<file path="src/rtl/feature_packer_if.sv">
// Handshake bundle between the serial feature source, the packer and the frame consumer.
interface feature_packer_if #(
    parameter int FLOAT = 32,
    parameter int NFEAT = 42,
    parameter int CNT_W = 16
);
    logic [FLOAT-1:0]       in_data;
    logic                   in_valid;
    logic                   in_last;
    logic                   in_ready;
    logic [NFEAT*FLOAT-1:0] feature;
    logic                   frame_valid;
    logic                   frame_ready;
    logic                   err_len;
    logic                   err_clr;
    logic [CNT_W-1:0]       frame_cnt;

    modport master (
        output in_data, in_valid, in_last, frame_ready, err_clr,
        input  in_ready, feature, frame_valid, err_len, frame_cnt
    );

    modport slave (
        input  in_data, in_valid, in_last, frame_ready, err_clr,
        output in_ready, feature, frame_valid, err_len, frame_cnt
    );
endinterface

</file>
<file path="src/rtl/feature_packer.sv">
// Packs a serial stream of feature words into NFEAT-word frames using two
// ping-pong buffers, so one frame can be filled while the other is consumed.
module feature_packer #(
    parameter int FLOAT = 32,
    parameter int NFEAT = 42,
    parameter int CNT_W = 16
) (
    input  logic              clk,
    input  logic              rst_n,
    feature_packer_if.slave   bus
);
    localparam int WIDX_W = (NFEAT > 1) ? $clog2(NFEAT) : 1;
    localparam logic [WIDX_W-1:0] LAST_IDX = WIDX_W'(NFEAT - 1);

    logic [1:0]        full_q, full_d;
    logic              wr_sel_q, wr_sel_d;
    logic              rd_sel_q, rd_sel_d;
    logic [WIDX_W-1:0] widx_q, widx_d;
    logic              err_len_q, err_len_d;
    logic [CNT_W-1:0]  frame_cnt_q, frame_cnt_d;
    logic [FLOAT-1:0]  mem_q [2][NFEAT];

    logic accept;
    logic consume;
    logic at_last;
    logic len_err;

    assign bus.in_ready    = !full_q[wr_sel_q];
    assign bus.frame_valid = full_q[rd_sel_q];
    assign bus.err_len     = err_len_q;
    assign bus.frame_cnt   = frame_cnt_q;

    genvar gi;
    generate
        for (gi = 0; gi < NFEAT; gi++) begin : g_feature
            assign bus.feature[gi*FLOAT +: FLOAT] = mem_q[rd_sel_q][gi];
        end
    endgenerate

    always_comb begin
        accept  = bus.in_valid && !full_q[wr_sel_q];
        consume = full_q[rd_sel_q] && bus.frame_ready;
        at_last = (widx_q == LAST_IDX);
        len_err = accept && (at_last != bus.in_last);

        full_d      = full_q;
        wr_sel_d    = wr_sel_q;
        rd_sel_d    = rd_sel_q;
        widx_d      = widx_q;
        frame_cnt_d = frame_cnt_q;
        err_len_d   = err_len_q;

        // A consume and a completion never target the same buffer: completion
        // needs full[wr_sel]=0 while consume needs full[rd_sel]=1.
        if (consume) begin
            full_d[rd_sel_q] = 1'b0;
            rd_sel_d         = !rd_sel_q;
            frame_cnt_d      = frame_cnt_q + 1'b1;
        end

        if (accept) begin
            if (at_last) begin
                full_d[wr_sel_q] = 1'b1;
                wr_sel_d         = !wr_sel_q;
                widx_d           = '0;
            end else if (bus.in_last) begin
                widx_d = '0;
            end else begin
                widx_d = widx_q + 1'b1;
            end
        end

        if (bus.err_clr) begin
            err_len_d = 1'b0;
        end else if (len_err) begin
            err_len_d = 1'b1;
        end
    end

    always_ff @(posedge clk) begin
        if (!rst_n) begin
            full_q      <= '0;
            wr_sel_q    <= 1'b0;
            rd_sel_q    <= 1'b0;
            widx_q      <= '0;
            err_len_q   <= 1'b0;
            frame_cnt_q <= '0;
        end else begin
            full_q      <= full_d;
            wr_sel_q    <= wr_sel_d;
            rd_sel_q    <= rd_sel_d;
            widx_q      <= widx_d;
            err_len_q   <= err_len_d;
            frame_cnt_q <= frame_cnt_d;
        end
    end

    // Storage is never reset; contents only matter once the buffer's full flag is set.
    always_ff @(posedge clk) begin
        if (accept) begin
            mem_q[wr_sel_q][widx_q] <= bus.in_data;
        end
    end
endmodule

</file>
<file path="src/flat_wrapper.sv">
// flat-port wrapper written by rule: the top's interface ports become plain ports
module feature_packer_flat 
#(
    parameter int FLOAT = 32,
    parameter int NFEAT = 42,
    parameter int CNT_W = 16
)
  (clk, rst_n, bus_in_data, bus_in_valid, bus_in_last, bus_frame_ready, bus_err_clr, bus_in_ready, bus_feature, bus_frame_valid, bus_err_len, bus_frame_cnt);
  feature_packer_if #(.FLOAT(FLOAT), .NFEAT(NFEAT), .CNT_W(CNT_W)) bus_i ();
  input  logic clk;
  input  logic rst_n;
  input wire logic [$bits(bus_i.in_data)-1:0] bus_in_data;
  input wire logic [$bits(bus_i.in_valid)-1:0] bus_in_valid;
  input wire logic [$bits(bus_i.in_last)-1:0] bus_in_last;
  input wire logic [$bits(bus_i.frame_ready)-1:0] bus_frame_ready;
  input wire logic [$bits(bus_i.err_clr)-1:0] bus_err_clr;
  output wire logic [$bits(bus_i.in_ready)-1:0] bus_in_ready;
  output wire logic [$bits(bus_i.feature)-1:0] bus_feature;
  output wire logic [$bits(bus_i.frame_valid)-1:0] bus_frame_valid;
  output wire logic [$bits(bus_i.err_len)-1:0] bus_err_len;
  output wire logic [$bits(bus_i.frame_cnt)-1:0] bus_frame_cnt;
  assign bus_i.in_data = bus_in_data;
  assign bus_i.in_valid = bus_in_valid;
  assign bus_i.in_last = bus_in_last;
  assign bus_i.frame_ready = bus_frame_ready;
  assign bus_i.err_clr = bus_err_clr;
  assign bus_in_ready = bus_i.in_ready;
  assign bus_feature = bus_i.feature;
  assign bus_frame_valid = bus_i.frame_valid;
  assign bus_err_len = bus_i.err_len;
  assign bus_frame_cnt = bus_i.frame_cnt;
  feature_packer #(.FLOAT(FLOAT), .NFEAT(NFEAT), .CNT_W(CNT_W)) u_core (.clk(clk), .rst_n(rst_n), .bus(bus_i));
endmodule
</file>
<file path="config.mk">
export PLATFORM = sky130hd
export DESIGN_NAME = feature_packer_flat
export DESIGN_NICKNAME = d
export VERILOG_FILES = /design/src/rtl/feature_packer_if.sv /design/src/rtl/feature_packer.sv /design/src/flat_wrapper.sv
export SDC_FILE = /design/constraint.sdc
export NUM_CORES = 2
export LEC_CHECK = 0
export CAP_MARGIN = 25
export CORE_AREA = 2 2 546 548
export DETAILED_ROUTE_END_ITERATION = 16
export DIE_AREA = 0 0 548 550
export DONT_BUFFER_PORTS = 1
export GPL_TIMING_DRIVEN = 0
export HOLD_SLACK_MARGIN = 0.08
export SYNTH_ARGS = -nofsm -noshare
export SYNTH_HDL_FRONTEND = slang
export SYNTH_SLANG_ARGS = --single-unit
</file>
<file path="constraint.sdc">
create_clock -name clk -period 11.9 [get_ports clk]
set_input_delay 1.785 -clock clk [delete_from_list [all_inputs] [get_ports clk]]
set_output_delay 1.785 -clock clk [all_outputs]
set_load 0.05 [all_outputs]
</file>
==> reports/qor.csv <==
metric,value,unit
gpl congestion,0.804,
CTS Hold Bufs,0,
initial antenna violation count,25,
RSZ-0062 raised after global routing,false,
CTS max path bufs,4,
final count of negative-setup-slack endpoints,0,
CP Class,flip-flop to primary output,
vias per cell,5.06,
top cell type's share of synthesized area,82.0,%
Initial Util,33.3,%
Synth warnings,0,
Max Cap Viol,0,
Core ar.,296000,um2
Setup WS pre-CTS,6.85,ns
setup bufs post-CTS,0,
DR WL/cell,34.7,um
fin area,115000,um2
Cell variety after synth,45,
register bit count reported by yosys,2716,
number of port buffers,0,
DRC viols,0,
Synth area leader,edfxtp_1,
H-tree levels,5,
Mean Syn Cell Area,22.1,um2
"top cells by area, synth","edfxtp_1 82%, mux2_2 15%, buf_2 0.68%",
final core occ,38.9,%
final worst-path setup slack,6.26,ns
first-pass GRT wire length,406000,um
Routed Antenna Nets,0,
Syn Nets,4491,
Max Fclk,0.177,GHz
register-to-register setup slack,7.63,ns
worst clock skew,0.0622,ns
total gr overflow,0,
CTS tree,done,
Area Growth Syn to Fin,16.8,%
Starting DRT DRC Count,5247,
relative max-transition margin,25.7,%
met3 Usage GRT,7.63,%
Tmin final,5.64,ns
fin crit share,47.4,%
Nets,4866,
number of global-route vias before repair,45100,
HPWL after DPL,192000,um
# clock sinks,2716,
synthesized area,98400,um2
DIE AREA,301000,um2
worst-path maximum fanout,11,
Die Y,550,um
post_cts resized,0,
grt peak-use layer,met2,
critical path data arrival time,3.85,ns
chip width,548,um
Final Max Tran Viols,0,
GR Util met2,32.8,%
First-pass DRT Iterations,5,
"Clk pin slew, worst setup/hold paths",0.06,ns
power density cells,168,nW/um2
via count,45600,
CTS buffer count,285,
outcome,"finished, final reports clean",
final wirelength,312000,um
M1 GR Usage,23.8,%
clock latency on the worst-skew pair,0.89,ns
Setup TNS,0,ns
GRT Overall Usage,19.9,%
register area share after synthesis,82.6,%
CP Capture Type,primary output,
# IOs,1401,
Min-Delay Path Class,flip-flop to flip-flop,
Synth Instances,4450,
leak pwr,35.5,nW
cell row count,200,
CP startpoint kind,flip-flop,
"Hold Violations, Final",0,
layout cells sized above 1,40.7,%
DP Area,106000,um2
Post-synth EDFFs,2688,
Post-synth top flop,edfxtp_1,
Worst Tran Pin Value,1.11,ns
CP Data Required Time,10.12,ns
Max rail drop VDD,0.133,mV
asr flop ratio synth,0,%
largest net degree at the start of global routing,85,
hold_ws,0.580,ns
clock root buffer master,clkbuf_16,
==> worst paths after layout <==
check | start | to | depth (start not counted)
worst max-delay path | flip-flop | bus_feature[814] | 6
worst min-delay path | u_core.rd_sel_q$_SDFFE_PN0N_ | flip-flop | 1
worst max register to register | u_core.wr_sel_q$_SDFFE_PN0P_ | u_core.mem_q[0][514]$_DFFE_PP_ | 7
worst min register to register | u_core.rd_sel_q$_SDFFE_PN0N_ | flip-flop | 1
==> critical path: stages, from the launching register on <==
cell and delay, ns:
dfxtp_1 0.30, clkbuf_1 0.13, buf_2 0.35, buf_12 0.23, clkbuf_2 0.72, buf_2 0.53, mux2_2 0.58
==> logic make-up after synthesis <==
logic type | share of synthesized area, %
buffers and inverters | 0.814
and+or+nand+nor | 0.853
xor gates and xnor gates | 0.134
DFF | 82.6
adders and majority gates | 0.0382
muxes | 15.4
AOI/OAI and AO/OA | 0.135
==> registers in the layout (all words and copies together) (netlist names), named ones only <==
register and flops:
u_core.bus.frame_cnt 16, u_core.rd_sel_q 1, u_core.widx_q 6, u_core.bus.err_len 1, u_core.full_q 2, u_core.mem_q 2688
u_core.wr_sel_q 1
==> through the flow <==
step,cells,power (mW)
floorplan,4450,10.8
global placement,8389,10.8
detailed placement,8477,10.8
CTS,8983,19.4
global route,8984,19.8
finish,9005,19.3
==> where the power goes <==
group | leakage [nW] | switching, mW | total, mW | internal (mW)
Clock | 4.36 | 3.81 | 8.66 | 4.85
Combinational | 6.70 | 0.0978 | 0.116 | 0.0178
Sequential | 24.4 | 0.00488 | 10.5 | 10.5
==> layer usage <==
| metal | share of wire [%] | up-vias |
|---|---|---|
| li1 | - | 18500 |
| met1 | 37 | 24200 |
| met2 | 48 | 2437 |
| met3 | 11 | 470 |
| met4 | 3.3 | 0 |
| met5 | 0 | - |
==> final cells by class <==
cell class,count,area [um2]
Fill cell,26300,181000
Sequential cell,2716,81300
Multi-Input combinational cell,1566,17000
Clock buffer,342,7430
Tap cell,3939,4930
Timing Repair Buffer,88,1890
Clock inverter,164,1530
Buffer,162,779
Antenna cell,22,55.1
Inverter,6,25.0
==> cell usage after synthesis, drive strengths merged (3+ instances only) <==
cell / n
edfxtp: 2688
mux2: 1344
buf: 146
nor2: 102
dfxtp: 28
nand2: 20
clkbuf: 16
nand3: 13
a21oi: 10
nand4: 10
xor2: 8
xnor2: 7
inv: 6
o21ai: 5
and2: 4
and3: 4
nor2b: 4
nor3: 4
ha: 3
mux2i: 3
nand3b: 3
or4: 3
==> placed cells by master (no fill, tap or decap), drive strengths merged, types with 13 or more instances in the layout <==
cell       n
nand3     13
edfxtp  2688
nand2     20
clkbuf   358
buf      234
clkinv   127
diode     22
mux2    1344
bufinv    16
nor2     102
dfxtp     28
inv       22
No activity file was read; power rests on OpenSTA's default activity.
